===== src/rtl/load_align_unit.sv =====
// Load aligner: fetches the aligned word over req/gnt/rvalid, lane-selects and extends; accept->mem_req 1 cycle, rvalid->rsp 1 cycle.
// Holds rsp stable until rsp_ready, no new request until then; `LOAD_WORD_CACHE_EN adds a one-word hit buffer.
module load_align_unit #(
  parameter int unsigned TIMEOUT_CYCLES = 15
) (
  input  logic        Clk,
  input  logic        Reset_n,
  input  logic        req_valid,
  output logic        req_ready,
  input  logic [31:0] req_addr,
  input  logic [1:0]  req_size,
  input  logic        req_signed,
  input  logic [4:0]  req_rd,
  output logic        mem_req,
  output logic [31:0] mem_addr,
  input  logic        mem_gnt,
  input  logic        mem_rvalid,
  input  logic [31:0] mem_rdata,
  input  logic        inv_valid,
  input  logic [31:0] inv_addr,
  output logic        rsp_valid,
  input  logic        rsp_ready,
  output logic [31:0] rsp_data,
  output logic [4:0]  rsp_rd,
  output logic        rsp_err
);

  typedef enum logic [1:0] {S_IDLE, S_ISSUE, S_WAIT, S_RESP} state_e;

  localparam logic [7:0] CNT_LAST = 8'(TIMEOUT_CYCLES - 1);

  state_e      state_q, state_d;
  logic [31:0] addr_q, addr_d;
  logic [1:0]  size_q, size_d;
  logic        signed_q, signed_d;
  logic [4:0]  rd_q, rd_d;
  logic [7:0]  cnt_q, cnt_d;
  logic [31:0] rsp_data_q, rsp_data_d;
  logic        rsp_err_q, rsp_err_d;

  logic        accept;
  logic        req_err;
  logic        hit;
  logic [31:0] hit_data;

  function automatic logic [31:0] fmt(input logic [31:0] w, input logic [1:0] off,
                                      input logic [1:0] sz, input logic sg);
    logic [7:0]  b;
    logic [15:0] h;
    b = w[{off, 3'b000} +: 8];
    h = off[1] ? w[31:16] : w[15:0];
    case (sz)
      2'd1:    fmt = {{16{sg & h[15]}}, h};
      2'd2:    fmt = {{24{sg & b[7]}}, b};
      default: fmt = w;
    endcase
  endfunction

  assign accept  = req_valid && req_ready;
  assign req_err = (req_size == 2'd3) ||
                   ((req_size == 2'd1) && req_addr[0]) ||
                   ((req_size == 2'd0) && (req_addr[1:0] != 2'b00));

`ifdef LOAD_WORD_CACHE_EN
  logic        cv_q, cv_d;
  logic [29:0] ctag_q, ctag_d;
  logic [31:0] cword_q, cword_d;
  logic        inv_hit;
  logic        fill;

  // An invalidate that matches in the same cycle as a lookup forces a miss.
  assign inv_hit  = inv_valid && cv_q && (inv_addr[31:2] == ctag_q);
  assign hit      = cv_q && !inv_hit && (req_addr[31:2] == ctag_q);
  assign hit_data = fmt(cword_q, req_addr[1:0], req_size, req_signed);
  assign fill     = (state_q == S_WAIT) && mem_rvalid;

  always_comb begin
    cv_d    = cv_q;
    ctag_d  = ctag_q;
    cword_d = cword_q;
    if (inv_hit) cv_d = 1'b0;
    if (fill) begin
      cv_d    = !(inv_valid && (inv_addr[31:2] == addr_q[31:2]));
      ctag_d  = addr_q[31:2];
      cword_d = mem_rdata;
    end
  end

  always_ff @(posedge Clk or negedge Reset_n) begin
    if (!Reset_n) begin
      cv_q    <= 1'b0;
      ctag_q  <= '0;
      cword_q <= '0;
    end else begin
      cv_q    <= cv_d;
      ctag_q  <= ctag_d;
      cword_q <= cword_d;
    end
  end
`else
  logic unused_inv;
  assign unused_inv = ^{inv_valid, inv_addr};
  assign hit        = 1'b0;
  assign hit_data   = '0;
`endif

  always_ff @(posedge Clk or negedge Reset_n) begin
    if (!Reset_n) state_q <= S_IDLE;
    else          state_q <= state_d;
  end

  always_comb begin
    state_d = state_q;
    case (state_q)
      S_IDLE:  if (accept) state_d = (req_err || hit) ? S_RESP : S_ISSUE;
      S_ISSUE: if (mem_gnt) state_d = S_WAIT;
      S_WAIT:  if (mem_rvalid || (cnt_q == CNT_LAST)) state_d = S_RESP;
      S_RESP:  if (rsp_ready) state_d = S_IDLE;
      default: state_d = S_IDLE;
    endcase
  end

  always_comb begin
    req_ready = (state_q == S_IDLE);
    mem_req   = (state_q == S_ISSUE);
    mem_addr  = (state_q == S_ISSUE) ? {addr_q[31:2], 2'b00} : 32'd0;
    rsp_valid = (state_q == S_RESP);
  end

  always_comb begin
    addr_d     = addr_q;
    size_d     = size_q;
    signed_d   = signed_q;
    rd_d       = rd_q;
    cnt_d      = cnt_q;
    rsp_data_d = rsp_data_q;
    rsp_err_d  = rsp_err_q;
    case (state_q)
      S_IDLE: begin
        if (accept) begin
          addr_d   = req_addr;
          size_d   = req_size;
          signed_d = req_signed;
          rd_d     = req_rd;
          cnt_d    = '0;
          if (req_err) begin
            rsp_err_d  = 1'b1;
            rsp_data_d = '0;
          end else if (hit) begin
            rsp_err_d  = 1'b0;
            rsp_data_d = hit_data;
          end
        end
      end
      S_WAIT: begin
        // Data arriving on the expiry cycle takes priority over the timeout.
        if (mem_rvalid) begin
          rsp_err_d  = 1'b0;
          rsp_data_d = fmt(mem_rdata, addr_q[1:0], size_q, signed_q);
        end else if (cnt_q == CNT_LAST) begin
          rsp_err_d  = 1'b1;
          rsp_data_d = '0;
        end else begin
          cnt_d = cnt_q + 8'd1;
        end
      end
      default: ;
    endcase
  end

  always_ff @(posedge Clk or negedge Reset_n) begin
    if (!Reset_n) begin
      addr_q     <= '0;
      size_q     <= '0;
      signed_q   <= 1'b0;
      rd_q       <= '0;
      cnt_q      <= '0;
      rsp_data_q <= '0;
      rsp_err_q  <= 1'b0;
    end else begin
      addr_q     <= addr_d;
      size_q     <= size_d;
      signed_q   <= signed_d;
      rd_q       <= rd_d;
      cnt_q      <= cnt_d;
      rsp_data_q <= rsp_data_d;
      rsp_err_q  <= rsp_err_d;
    end
  end

  assign rsp_data = rsp_data_q;
  assign rsp_rd   = rd_q;
  assign rsp_err  = rsp_err_q;

endmodule


===== config.mk =====
export PLATFORM = sky130hd
export DESIGN_NAME = load_align_unit
export DESIGN_NICKNAME = d
export VERILOG_FILES = /design/src/rtl/load_align_unit.sv
export SDC_FILE = /design/constraint.sdc
export NUM_CORES = 1
export LEC_CHECK = 0
export ABC_AREA = 0
export CAP_MARGIN = 0
export CORE_MARGIN = 2
export CORE_UTILIZATION = 46
export DETAILED_ROUTE_END_ITERATION = 10
export PLACE_DENSITY_LB_ADDON = 0.05
export SLEW_MARGIN = 5
export SYNTH_ARGS = -nofsm -noshare
export SYNTH_HDL_FRONTEND = slang
export SYNTH_SLANG_ARGS = --single-unit

===== constraint.sdc =====
create_clock -name Clk -period 3.4 [get_ports Clk]
set_clock_uncertainty 0.15 [all_clocks]
set_input_delay 0.51 -clock Clk [delete_from_list [all_inputs] [get_ports Clk]]
set_output_delay 0.51 -clock Clk [all_outputs]
set_load 0.03 [all_outputs]

# Yosys cells after proc, flatten, opt, wreduce, memory -nomap -nowiden
# Index checks and enable logic that the tools add are counted.
dict set report classes {
  n_addsub 1
  multipliers 0
  div_mod_pow 0
  magnitude_cmp 0
  n_eq_ne 16
  n_shift 1
  n_mux 23
  bitwise_logic 2
  reduce_logical 14
}
# operator n
set op_table {}
lappend op_table {{two-way mux 32 bit} 5}
lappend op_table {{one-hot mux 32 bit (2 select lines)} 2}
lappend op_table {{variable part select 32 x 6 -> 8 bit} 1}
lappend op_table {{two-way mux 8 bit} 3}
lappend op_table {{two-way mux 16 bit} 1}
lappend op_table {{one-hot mux 8 bit (2 select lines)} 1}
lappend op_table {{AND reduction 4 bit} 3}
lappend op_table {{two-way mux 2 bit} 5}
lappend op_table {{adder 8 x 1 -> 8 bit, second input constant} 1}
lappend op_table {{== test 2 bit, second input constant} 4}
lappend op_table {{== test 8 x 4 -> 1 bit, second input constant} 1}
lappend op_table {{inequality test 2 x 1 -> 1 bit, second input constant} 4}
lappend op_table {{one-hot mux 2 bit (4 select lines)} 1}
lappend op_table {{== test 2 x 1 -> 1 bit, second input constant} 3}
lappend op_table {{inequality test 2 bit, second input constant} 3}
lappend op_table {{logical NOT 2 bit} 2}
lappend op_table {{two-way mux 1 bit} 4}
lappend op_table {{nonzero test 2 bit} 2}
lappend op_table {{logical AND 1 bit} 3}
lappend op_table {{logical OR 1 bit} 3}
lappend op_table {{inequality test 3 bit, second input constant} 1}
lappend op_table {{AND 1 bit} 2}
lappend op_table {{one-hot mux 1 bit (2 select lines)} 1}
lappend op_table {{AND reduction 2 bit} 1}
dict set report totals {
  regBits 83
  latch_bits 0
  ram_bits 0
  mem_bits_ro 0
  inputBits 111
  n_memories 0
}

# Depth between registers and ports, before layout
# Gate-level depths: netlist of run 1.
dict set report logic_depth {
  word_depth 7
  depth_mapped 8
  mapped_depth_nobuf 6
}

# Worst setup path after synthesis of run 1
# Ideal clock, no wire load.
dict set report synth_path {
  path_kind {register to register}
  start {register state_q[0]}
  end {register cnt_q[4]}
  arrival_time_ns 2.021
  required_ns 3.172
  path_slack_ns 1.151
  path_stages_with_launch 8
  path_buffers 1
  synth_period_minus_slack_ns 2.249
  cell_sequence {dfrtp_1 > inv_1 > ha_1 > mux2i_1 > nand2b_1 > buf_2 > or4_1 > a21oi_1}
}
dict set report synth_via {
  elab_chain_len 4
  elab_cells_between_ends 9
}
# element line
set synth_lines {}
lappend synth_lines {{from (decl)} 32} ;# state_e state_q, state_d;
lappend synth_lines {{from (signal assigned)} 109} ;# else state_q <= state_d;
lappend synth_lines {{logical NOT 2 bit (*)} 124} ;# req_ready = (state_q == S_IDLE);
lappend synth_lines {{net req_ready} 9} ;# output logic req_ready,
lappend synth_lines {{logical AND 1 bit} 59} ;# assign accept = req_valid && req_ready;
lappend synth_lines {{inequality test 2 x 1 -> 1 bit (no line)} -}
lappend synth_lines {{AND reduction 4 bit (no line)} -}
lappend synth_lines {{to (signal assigned)} 185} ;# cnt_q <= cnt_d;
lappend synth_lines {{to (decl)} 37} ;# logic [7:0] cnt_q, cnt_d;
# The timed path passes the listed nets; every way through them passes the cells marked *.
# A chain may end at the register's enable or synchronous reset.

# Final worst setup path of run 1
dict set report layout_path {
  start {register state_q[1]}
  end {output port mem_addr[14]}
}
dict set report layout_via {
  elab_chain_len 2
}
# element line
set layout_lines {}
lappend layout_lines {{== test 2 x 1 -> 1 bit} 126} ;# mem_addr = (state_q == S_ISSUE) ? {addr_q[31:2], 2'b00} : 32'd0;
lappend layout_lines {{two-way mux 32 bit} 126}
lappend layout_lines {{to (decl)} 15} ;# output logic [31:0] mem_addr,
# No other way between the ends.

==> results of run 1 <==
[where the power goes]
group          switching, mW  leakage [nW]  internal, mW  total, mW
combinational           1.71          1.32          1.47       3.18
clock                  0.381         0.114         0.420      0.801
sequential             0.250          1.05          1.40       1.65
[logic make-up (layout without fill, tap and decap cells)]
| logic type | after synthesis | after routing | share of synthesized area |
|---|---|---|---|
| simple gates | 90 | 90 | 0.1279 |
| other cells | 1 | 2 | 0.0008995 |
| mux | 53 | 53 | 0.1420 |
| fa+ha+maj | 9 | 9 | 0.02701 |
| xor+xnor | 2 | 2 | 0.004202 |
| compound gates | 92 | 92 | 0.1630 |
| flops | 83 | 83 | 0.4982 |
| buf+inv | 34 | 180 | 0.03691 |
[sequential cells by signal, indices dropped and copies added, names as in the netlist]
| register | flops |
|---|---|
| addr_q | 32 |
| cnt_q | 8 |
| rsp_data | 32 |
| rsp_err | 1 |
| rsp_rd | 5 |
| signed_q | 1 |
| size_q | 2 |
| state_q | 2 |
[routing by layer]
| metal | up-vias | track usage | part of all wire |
|---|---|---|---|
| li1 | 1598 | - | - |
| met1 | 1619 | 0.2836 | 0.43 |
| met2 | 114 | 0.3254 | 0.47 |
| met3 | 17 | 0.07941 | 0.081 |
| met4 | 0 | 0.09062 | 0.027 |
| met5 | - | 0 | 0 |
[worst paths after layout]
kind / start / endpoint / slack, ns / depth (start not counted)
setup / recovery: state_q[1] / mem_addr[14] / 0.41 / 5
hold / removal: Reset_n / rsp_data[8] / 0.19 / 1
setup reg to reg: size_q[0] / rsp_data[20] / 0.99 / 5
hold reg to reg: rsp_data[7] / rsp_data[7] / 0.34 / 1
max in group asynchronous: Reset_n / rsp_data[12] / 2.25 / 1
min in group Clk: rsp_data[7] / rsp_data[7] / 0.34 / 1
[layout make-up]
class	instances	share of cell area
clock inverter	7	0.01681
clock buffer	9	0.02080
inverter	11	0.006934
multi-input combinational	248	0.3272
sequential	83	0.3488
tap	108	0.02269
timing repair buffer	153	0.2568
[metrics by stage]
step | util | cells
after detailed placement | 0.6539 | 603
after CTS | 0.6795 | 619
after global placement | 0.6539 | 603
final | 0.6795 | 619
after floorplan | - | 365
after global routing | 0.6795 | 619
[synth_stat cells, drive strengths merged (5+ instances only)]
cell type	number	area, µm²
dfrtp	83	2077
mux2	49	551.8
a21oi	32	160.2
and2	31	193.9
nor2b	20	125.1
o2bb2ai	17	148.9
a22o	14	122.6
buf	14	78.82
nand2	12	45.04
inv	11	41.29
clkbuf	9	33.78
ha	9	112.6
a221o	8	80.08
nand2b	6	37.54
o21ai	6	30.02
nor2	5	18.77
[critical path, cell delays in order, from the launching register on]
cell             delay [ns]
dfrtp_1                0.41
inv_1                  0.12
ha_1                   0.44
buf_12                 0.20
and2_1                 0.13
clkdlybuf4s50_1        0.68
==> metrics, run 1 <==
status finished clean; Yosys Warn Count 0; vias in the first global route 3380; setup bufs post-CTS 0; Ant. Diodes 0; PnR worst setup slack 0.4128 ns; Hold WS 0.1886 ns; DRC violations left 0; period utilisation layout 0.8786; Final Hold Viols 0; worst endpoint required time 2.74 ns; Leakage Power 2.480 nW; Async SR Flop Fraction 1.000; peak supply drop 0.0005432 V; largest net degree at the start of global routing 84; initial DRC count 106; Setup crit end kind output port; gr ovfl total 0; worst skew pair latency 0.35 ns; register area 2077 µm²; CTS tree built; Die X-Extent 99.20 µm; most frequent cells in the layout clkdlybuf4s50_1, dfrtp_1, mux2_2; fmax 0.3348 GHz; Final nets 626; Netlist Area Pre-Place 4169 µm²; slew margin rel. 0.2863; via/cell ratio 5.409; RSZ-0062 raised after global routing no; final setup fails 0; post-layout min period 2.987 ns; WS Path Type reg -> out; multi-input logic area 1948 µm²; Die ar. 9841 µm²; Final Wtd Congestion 0.8340; io pins 184; total core area 8763 µm²; initial antenna violation count 0; gr usage total 0.2164; DP Area 5731 µm²; Post-Synthesis Cells 364; most common cell after layout, fill and taps aside clkdlybuf4s50_1; vias after detailed routing 3348; Total Power 5.631 mW; die height 99.20 µm; WP data arrival 2.33 ns; Post-synth EDFFs 0; Synth Flop Type dfrtp_1; worst slack at placement 0.7624 ns; Std-Cell Rows 34; fillcell total 704; area delta synth->final 42.83%; CP Launch Type flop; Max Buffers Root-to-Sink 2; register bit count reported by yosys 83; CTS Sinks 83; Slew Limit Fails 0; Final TNS setup 0 ns; register area share after synthesis 0.4982; post-route cell area 5954 µm²; Synth Area per Inst 11.45 µm²; Min-Delay Path Class in -> async; post-route ant nets 0; Worst-Margin Slew 1.068 ns; Routed wire per std cell 16.74 µm; first-pass GRT wire length 16.77 mm; CTS Root Cell clkbuf_8; total CTS buffers 9; Pre-Repair DR Iteration Count 5; Final Routed Wirelength 10.36 mm; post-CTS sizing 0; Initial Util 0.4757; clock slew at reported path FFs 0.09 ns; CP Max Fanout 20; hold buffers post-CTS 0; Detail Placement HPWL 7.407 mm; Max-cap violations 0; H-tree levels 3; cell area power density 945.7 nW/µm²; Cell variety after synth 44; layout cell share with drive strength beyond 1 0.1487; Buffers on Ports 148
Power figures use the tool's default switching activity.
==> run 2: changes to the inputs <==
--- a/config.mk
+++ b/config.mk
@@ -10,7 +10,8 @@
 export CORE_MARGIN = 2
 export CORE_UTILIZATION = 46
 export DETAILED_ROUTE_END_ITERATION = 10
-export PLACE_DENSITY_LB_ADDON = 0.05
+export GPL_TIMING_DRIVEN = 1
+export PLACE_DENSITY = 0.87
 export SLEW_MARGIN = 5
 export SYNTH_ARGS = -nofsm -noshare
 export SYNTH_HDL_FRONTEND = slang
==> metrics, run 2 (synthesized netlist as in run 1, its figures left out) <==
status finished clean (unchanged); CTS Sinks 83 (unchanged); post-CTS sizing 0 (unchanged); Buffers on Ports 148 (unchanged); Setup crit end kind output port (unchanged); DRC violations left 0 (unchanged); CTS Root Cell clkbuf_8 (unchanged); Pre-Repair DR Iteration Count 4 (was 5); final setup fails 0 (unchanged); Hold WS 0.1916 ns (was 0.1886 ns); worst endpoint required time 2.74 ns (about the same); worst skew pair latency 0.35 ns (about the same); Max-cap violations 0 (unchanged); Ant. Diodes 0 (unchanged); Die X-Extent 99.20 µm (unchanged); Max Buffers Root-to-Sink 2 (unchanged); initial antenna violation count 0 (unchanged); post-route cell area 5912 µm² (was 5954 µm²); Final Routed Wirelength 10.48 mm (was 10.36 mm); H-tree levels 3 (unchanged); most frequent cells in the layout clkdlybuf4s50_1, dfrtp_1, mux2_2 (unchanged); register area 2077 µm² (unchanged); hold buffers post-CTS 0 (unchanged); largest net degree at the start of global routing 84 (unchanged); first-pass GRT wire length 17.44 mm (was 16.77 mm); cell area power density 938.0 nW/µm² (was 945.7 nW/µm²); WS Path Type reg -> out (unchanged); Crit-path slowest cell clkdlybuf4s50_1 (unchanged); Final Wtd Congestion 0.8597 (was 0.8340); peak supply drop 0.0005116 V (was 0.0005432 V); CP Launch Type flop (unchanged); CP Max Fanout 32 (was 20); Slew Limit Fails 0 (unchanged); Initial Util 0.4757 (unchanged); fin util 0.6746 (was 0.6795); CTS tree built (unchanged); worst-path cell chain inv_1 -> ha_1 -> buf_4 -> and2_1 -> clkdlybuf4s50_1 (was inv_1 -> ha_1 -> buf_12 -> and2_1 -> clkdlybuf4s50_1); Final TNS setup 0 ns (unchanged); period utilisation layout 0.8322 (was 0.8786); RSZ-0062 raised after global routing no (unchanged); multi-input logic area 1948 µm² (unchanged); fillcell total 665 (was 704); R2R cell count 6 (was 5); PnR worst setup slack 0.5706 ns (was 0.4128 ns); clock slew at reported path FFs 0.09 ns (about the same); slew margin rel. 0.2663 (was 0.2863); Final Hold Viols 0 (unchanged); Detail Placement HPWL 7.528 mm (was 7.407 mm); DP Area 5718 µm² (was 5731 µm²); crit-path leading delay family buffers and inverters (unchanged); worst slack at placement 0.8544 ns (was 0.7624 ns); vias after detailed routing 3397 (was 3348); io pins 184 (unchanged); Worst-Margin Slew 1.098 ns (was 1.068 ns); WP data arrival 2.17 ns (was 2.33 ns); most common cell after layout, fill and taps aside clkdlybuf4s50_1 (unchanged); vias in the first global route 3618 (was 3380); post-route ant nets 0 (unchanged); setup bufs post-CTS 0 (unchanged); Final nets 626 (unchanged); Min-Delay Path Class in -> async (unchanged); via/cell ratio 5.488 (was 5.409); initial DRC count 164 (was 106); gr usage total 0.2194 (was 0.2164); WP depth 5 (unchanged); fmax 0.3534 GHz (was 0.3348 GHz); post-layout min period 2.829 ns (was 2.987 ns); Die ar. 9841 µm² (unchanged); Worst path max stage delay 0.69 ns (was 0.68 ns); die height 99.20 µm (unchanged); Routed wire per std cell 16.93 µm (was 16.74 µm); gr ovfl total 0 (unchanged); Leakage Power 2.453 nW (was 2.480 nW); area delta synth->final 41.81% (was 42.83%); total CTS buffers 9 (unchanged); layout cell share with drive strength beyond 1 0.1448 (was 0.1487); total core area 8763 µm² (unchanged); CP Buf/Inv Count 3 (unchanged); Std-Cell Rows 34 (unchanged)
-- run 2: cell types whose count changed in the layout (fill, tap and decap cells not counted), sizes merged --
cell	change
bufinv	-1
clkbuf	+2
clkinv	-2
clkinvlp	+2
inv	-1
-- run 2: path summary, 6_finish.rpt --
path	startpoint	to	slack, ns
min in group Clk	rsp_data[31]	rsp_data[31]	0.35
worst min register to register	rsp_data[31]	rsp_data[31]	0.35
worst max-delay path	state_q[1]	mem_addr[23]	0.57
max in group asynchronous	Reset_n	rsp_rd[2]	2.22
worst min-delay path	Reset_n	rsp_data[1]	0.19
worst max register to register	size_q[0]	rsp_data[18]	0.99
-- run 2: stage by stage --
stage	power, mW	std cells
4_1_cts	5.581	619
2_1_floorplan	3.764	365
5_1_grt	5.915	619
6_report	5.545	619
3_3_place_gp	4.750	603
3_5_place_dp	4.848	603
-- run 2: final cells by class --
type	instances	area share
Timing Repair Buffer	153	0.2565
Sequential cell	83	0.3513
Clock inverter	5	0.01058
Multi-Input combinational cell	248	0.3295
Tap cell	108	0.02286
Clock buffer	11	0.02222
Inverter	11	0.006984
-- run 2: power breakdown --
group / internal, mW / total [mW] / switching (mW)
sequential: 1.40 / 1.65 / 0.252
clock: 0.345 / 0.713 / 0.368
combinational: 1.45 / 3.18 / 1.73
total: 3.20 / 5.55 / 2.35
-- run 2: routing by layer --
layer	GRT usage	vias up	routed length [µm]
li1	-	1594	-
met1	0.2760	1648	4469
met2	0.3550	149	4793
met3	0.08011	6	1123
met4	0.06849	0	92
met5	0	-	0
==> run 3: changes to the inputs <==
--- a/config.mk
+++ b/config.mk
@@ -8,10 +8,10 @@
 export ABC_AREA = 0
 export CAP_MARGIN = 0
 export CORE_MARGIN = 2
-export CORE_UTILIZATION = 46
+export CORE_UTILIZATION = 38
 export DETAILED_ROUTE_END_ITERATION = 10
 export GPL_TIMING_DRIVEN = 1
-export PLACE_DENSITY = 0.87
+export PLACE_DENSITY = 0.77
 export SLEW_MARGIN = 5
 export SYNTH_ARGS = -nofsm -noshare
 export SYNTH_HDL_FRONTEND = slang
==> constraint.sdc (replaced) <==
create_clock -name Clk -period 2.6 [get_ports Clk]
set_clock_uncertainty 0.15 [all_clocks]
set_input_delay 0.39 -clock Clk [delete_from_list [all_inputs] [get_ports Clk]]
set_output_delay 0.39 -clock Clk [all_outputs]
set_load 0.03 [all_outputs]
==> metrics, run 3 (synthesized netlist as in run 1, its figures left out) <==
status finished clean (unchanged); Ant. Diodes 0 (unchanged); Max-cap violations 0 (unchanged); fin util 0.5599 (was 0.6746); Power Internal 4.351 mW (was 3.197 mW); met2 usage 0.3116 (was 0.3550); Setup crit end kind output port (unchanged); CP Launch Type flop (unchanged); most frequent cells in the layout clkdlybuf4s50_1, dfrtp_1, mux2_2 (unchanged); CP Max Fanout 32 (unchanged); switch share 0.4147 (was 0.4235); Max Buffers Root-to-Sink 2 (unchanged); post-layout min period 2.349 ns; Worst-Margin Slew 0.6597 ns (was 1.098 ns); io pins 184 (unchanged); layout cell share with drive strength beyond 1 0.1644 (was 0.1448); Final Routed Wirelength 10.58 mm (was 10.48 mm); die height 108.7 µm (was 99.20 µm); Pre-Repair DR Iteration Count 4 (unchanged); power share of the clock group 0.150 (was 0.129); vias after detailed routing 3435 (was 3397); Buffers on Ports 148 (unchanged); register share of total power 0.290 (was 0.298); WP data arrival 1.81 ns (was 2.17 ns); Final TNS setup 0 ns (unchanged); Die ar. 11820 µm² (was 9841 µm²); setup bufs post-CTS 0 (unchanged); Min-Delay Path Class reg -> reg (was in -> async); peak supply drop 0.0006009 V (was 0.0005116 V); fmax 0.4256 GHz; Leakage Power 2.660 nW (was 2.453 nW); post-route ant nets 0 (unchanged); Net Sw Power 3.082 mW (was 2.348 mW); Comb pwr share 0.560 (was 0.574); gr usage total 0.1868 (was 0.2194); Final Wtd Congestion 0.8659 (was 0.8597); clock slew at reported path FFs 0.09 ns (about the same); CTS Root Cell clkbuf_8 (unchanged); cell area power density 1230 nW/µm² (was 938.0 nW/µm²); total core area 10790 µm² (was 8763 µm²); Initial Util 0.3863 (was 0.4757); Slew Limit Fails 0 (unchanged); Routed wire per std cell 16.11 µm (was 16.93 µm); H-tree levels 3 (unchanged); RSZ-0062 raised after global routing no (unchanged); initial DRC count 114 (was 164); CTS Sinks 83 (unchanged); worst skew pair latency 0.35 ns (about the same); Total Power 7.434 mW (was 5.545 mW); initial antenna violation count 0 (unchanged); Die X-Extent 108.7 µm (was 99.20 µm); met3 Usage GRT 0.07711 (was 0.08011); Std-Cell Rows 38 (was 34); area delta synth->final 44.96% (was 41.81%); period utilisation layout 0.9036; gr ovfl total 0 (unchanged); most common cell after layout, fill and taps aside clkdlybuf4s50_1 (unchanged); placed cells 640 (was 603); fin cells 657 (was 619); total CTS buffers 9 (unchanged); largest net degree at the start of global routing 46 (was 84); CTS tree built (unchanged); grt peak-use layer met2 (unchanged); worst endpoint required time 2.06 ns (was 2.74 ns); final setup fails 0 (unchanged); WS Path Type reg -> out (unchanged); met1 Use GR 0.2229 (was 0.2760); Final nets 632 (was 626); DRC violations left 0 (unchanged); Final Hold Viols 0 (unchanged); Detail Placement HPWL 7.879 mm (was 7.528 mm); vias in the first global route 3520 (was 3618); first-pass GRT wire length 17.34 mm (was 17.44 mm); via/cell ratio 5.228 (was 5.488); slew margin rel. 0.5601 (was 0.2663)
run 3: cell types whose count changed in the layout (fill, tap and decap cells not counted), moves of 2 or more:
cell / previous run / this run
bufinv_16: 1 / 3
buf_4: 6 / 13
dlygate4sd2_1: 0 / 25
buf_12: 0 / 3
dlymetal6s2s_1: 0 / 2
clkdlybuf4s50_1: 147 / 115
run 3: stage by stage:
| stage | hold WS (ns) | cell area [µm²] | setup WS, ns |
|---|---|---|---|
| finish | 0.3500 | 6043 | 0.2506 |
| global route | 0.3742 | 6043 | 0.09937 |
| CTS | 0.3511 | 6038 | 0.05341 |
| detailed placement | 0.2481 | 5821 | 0.2240 |
| global placement | 0.2388 | 5821 | 0.2729 |
| floorplan | -0.05559 | 4173 | 0.3506 |
run 3: path summary, 6_finish.rpt:
path	from	endpoint	slack (ns)	cells past startpoint
hold / removal	rsp_data[15]	rsp_data[15]	0.35	1
setup reg to reg	state_q[0]	cnt_q[3]	0.30	6
max in group asynchronous	Reset_n	cnt_q[4]	1.27	3
min in group asynchronous	Reset_n	addr_q[25]	0.40	2
setup / recovery	state_q[1]	mem_addr[29]	0.25	5
hold reg to reg	rsp_data[15]	rsp_data[15]	0.35	1
run 3: timing repair:
item	4_1_cts	5_1_grt
pin swaps	0	0
setup endpoints to repair	25	2
hold buffers	1	0
gates resized for setup	25	2
endpoints found under the hold margin	38	0
run 3: worst max-delay path, stage by stage (launching register included):
cell	delay, ns
dfrtp_1	0.41
inv_1	0.12
ha_1	0.21
buf_12	0.17
and2_1	0.13
dlygate4sd2_1	0.41
run 3: metal layers:
layer	part of all wire	wire, µm
met1	0.42	4411
met2	0.48	5083
met3	0.092	978
met4	0.010	107
met5	0	0
run 3: power groups by stage:
stage / Sequential (mW) / Clock, mW / Combinational (mW)
2_1_floorplan: 2.52 / 0 / 2.40
3_3_place_gp: 2.14 / 0 / 4.18
3_5_place_dp: 2.18 / 0 / 4.27
4_1_cts: 2.16 / 1.14 / 4.19
5_1_grt: 2.22 / 1.21 / 4.48
6_report: 2.16 / 1.12 / 4.16
run 3: cell type report:
class                           instances  area, µm²
Sequential cell                        83       2077
Timing Repair Buffer                  159       1563
Clock buffer                           10      127.6
Fill cell                             935       4750
Clock inverter                          6      111.4
Multi-Input combinational cell        248       1948
Inverter                               11      41.29
Tap cell                              140      175.2
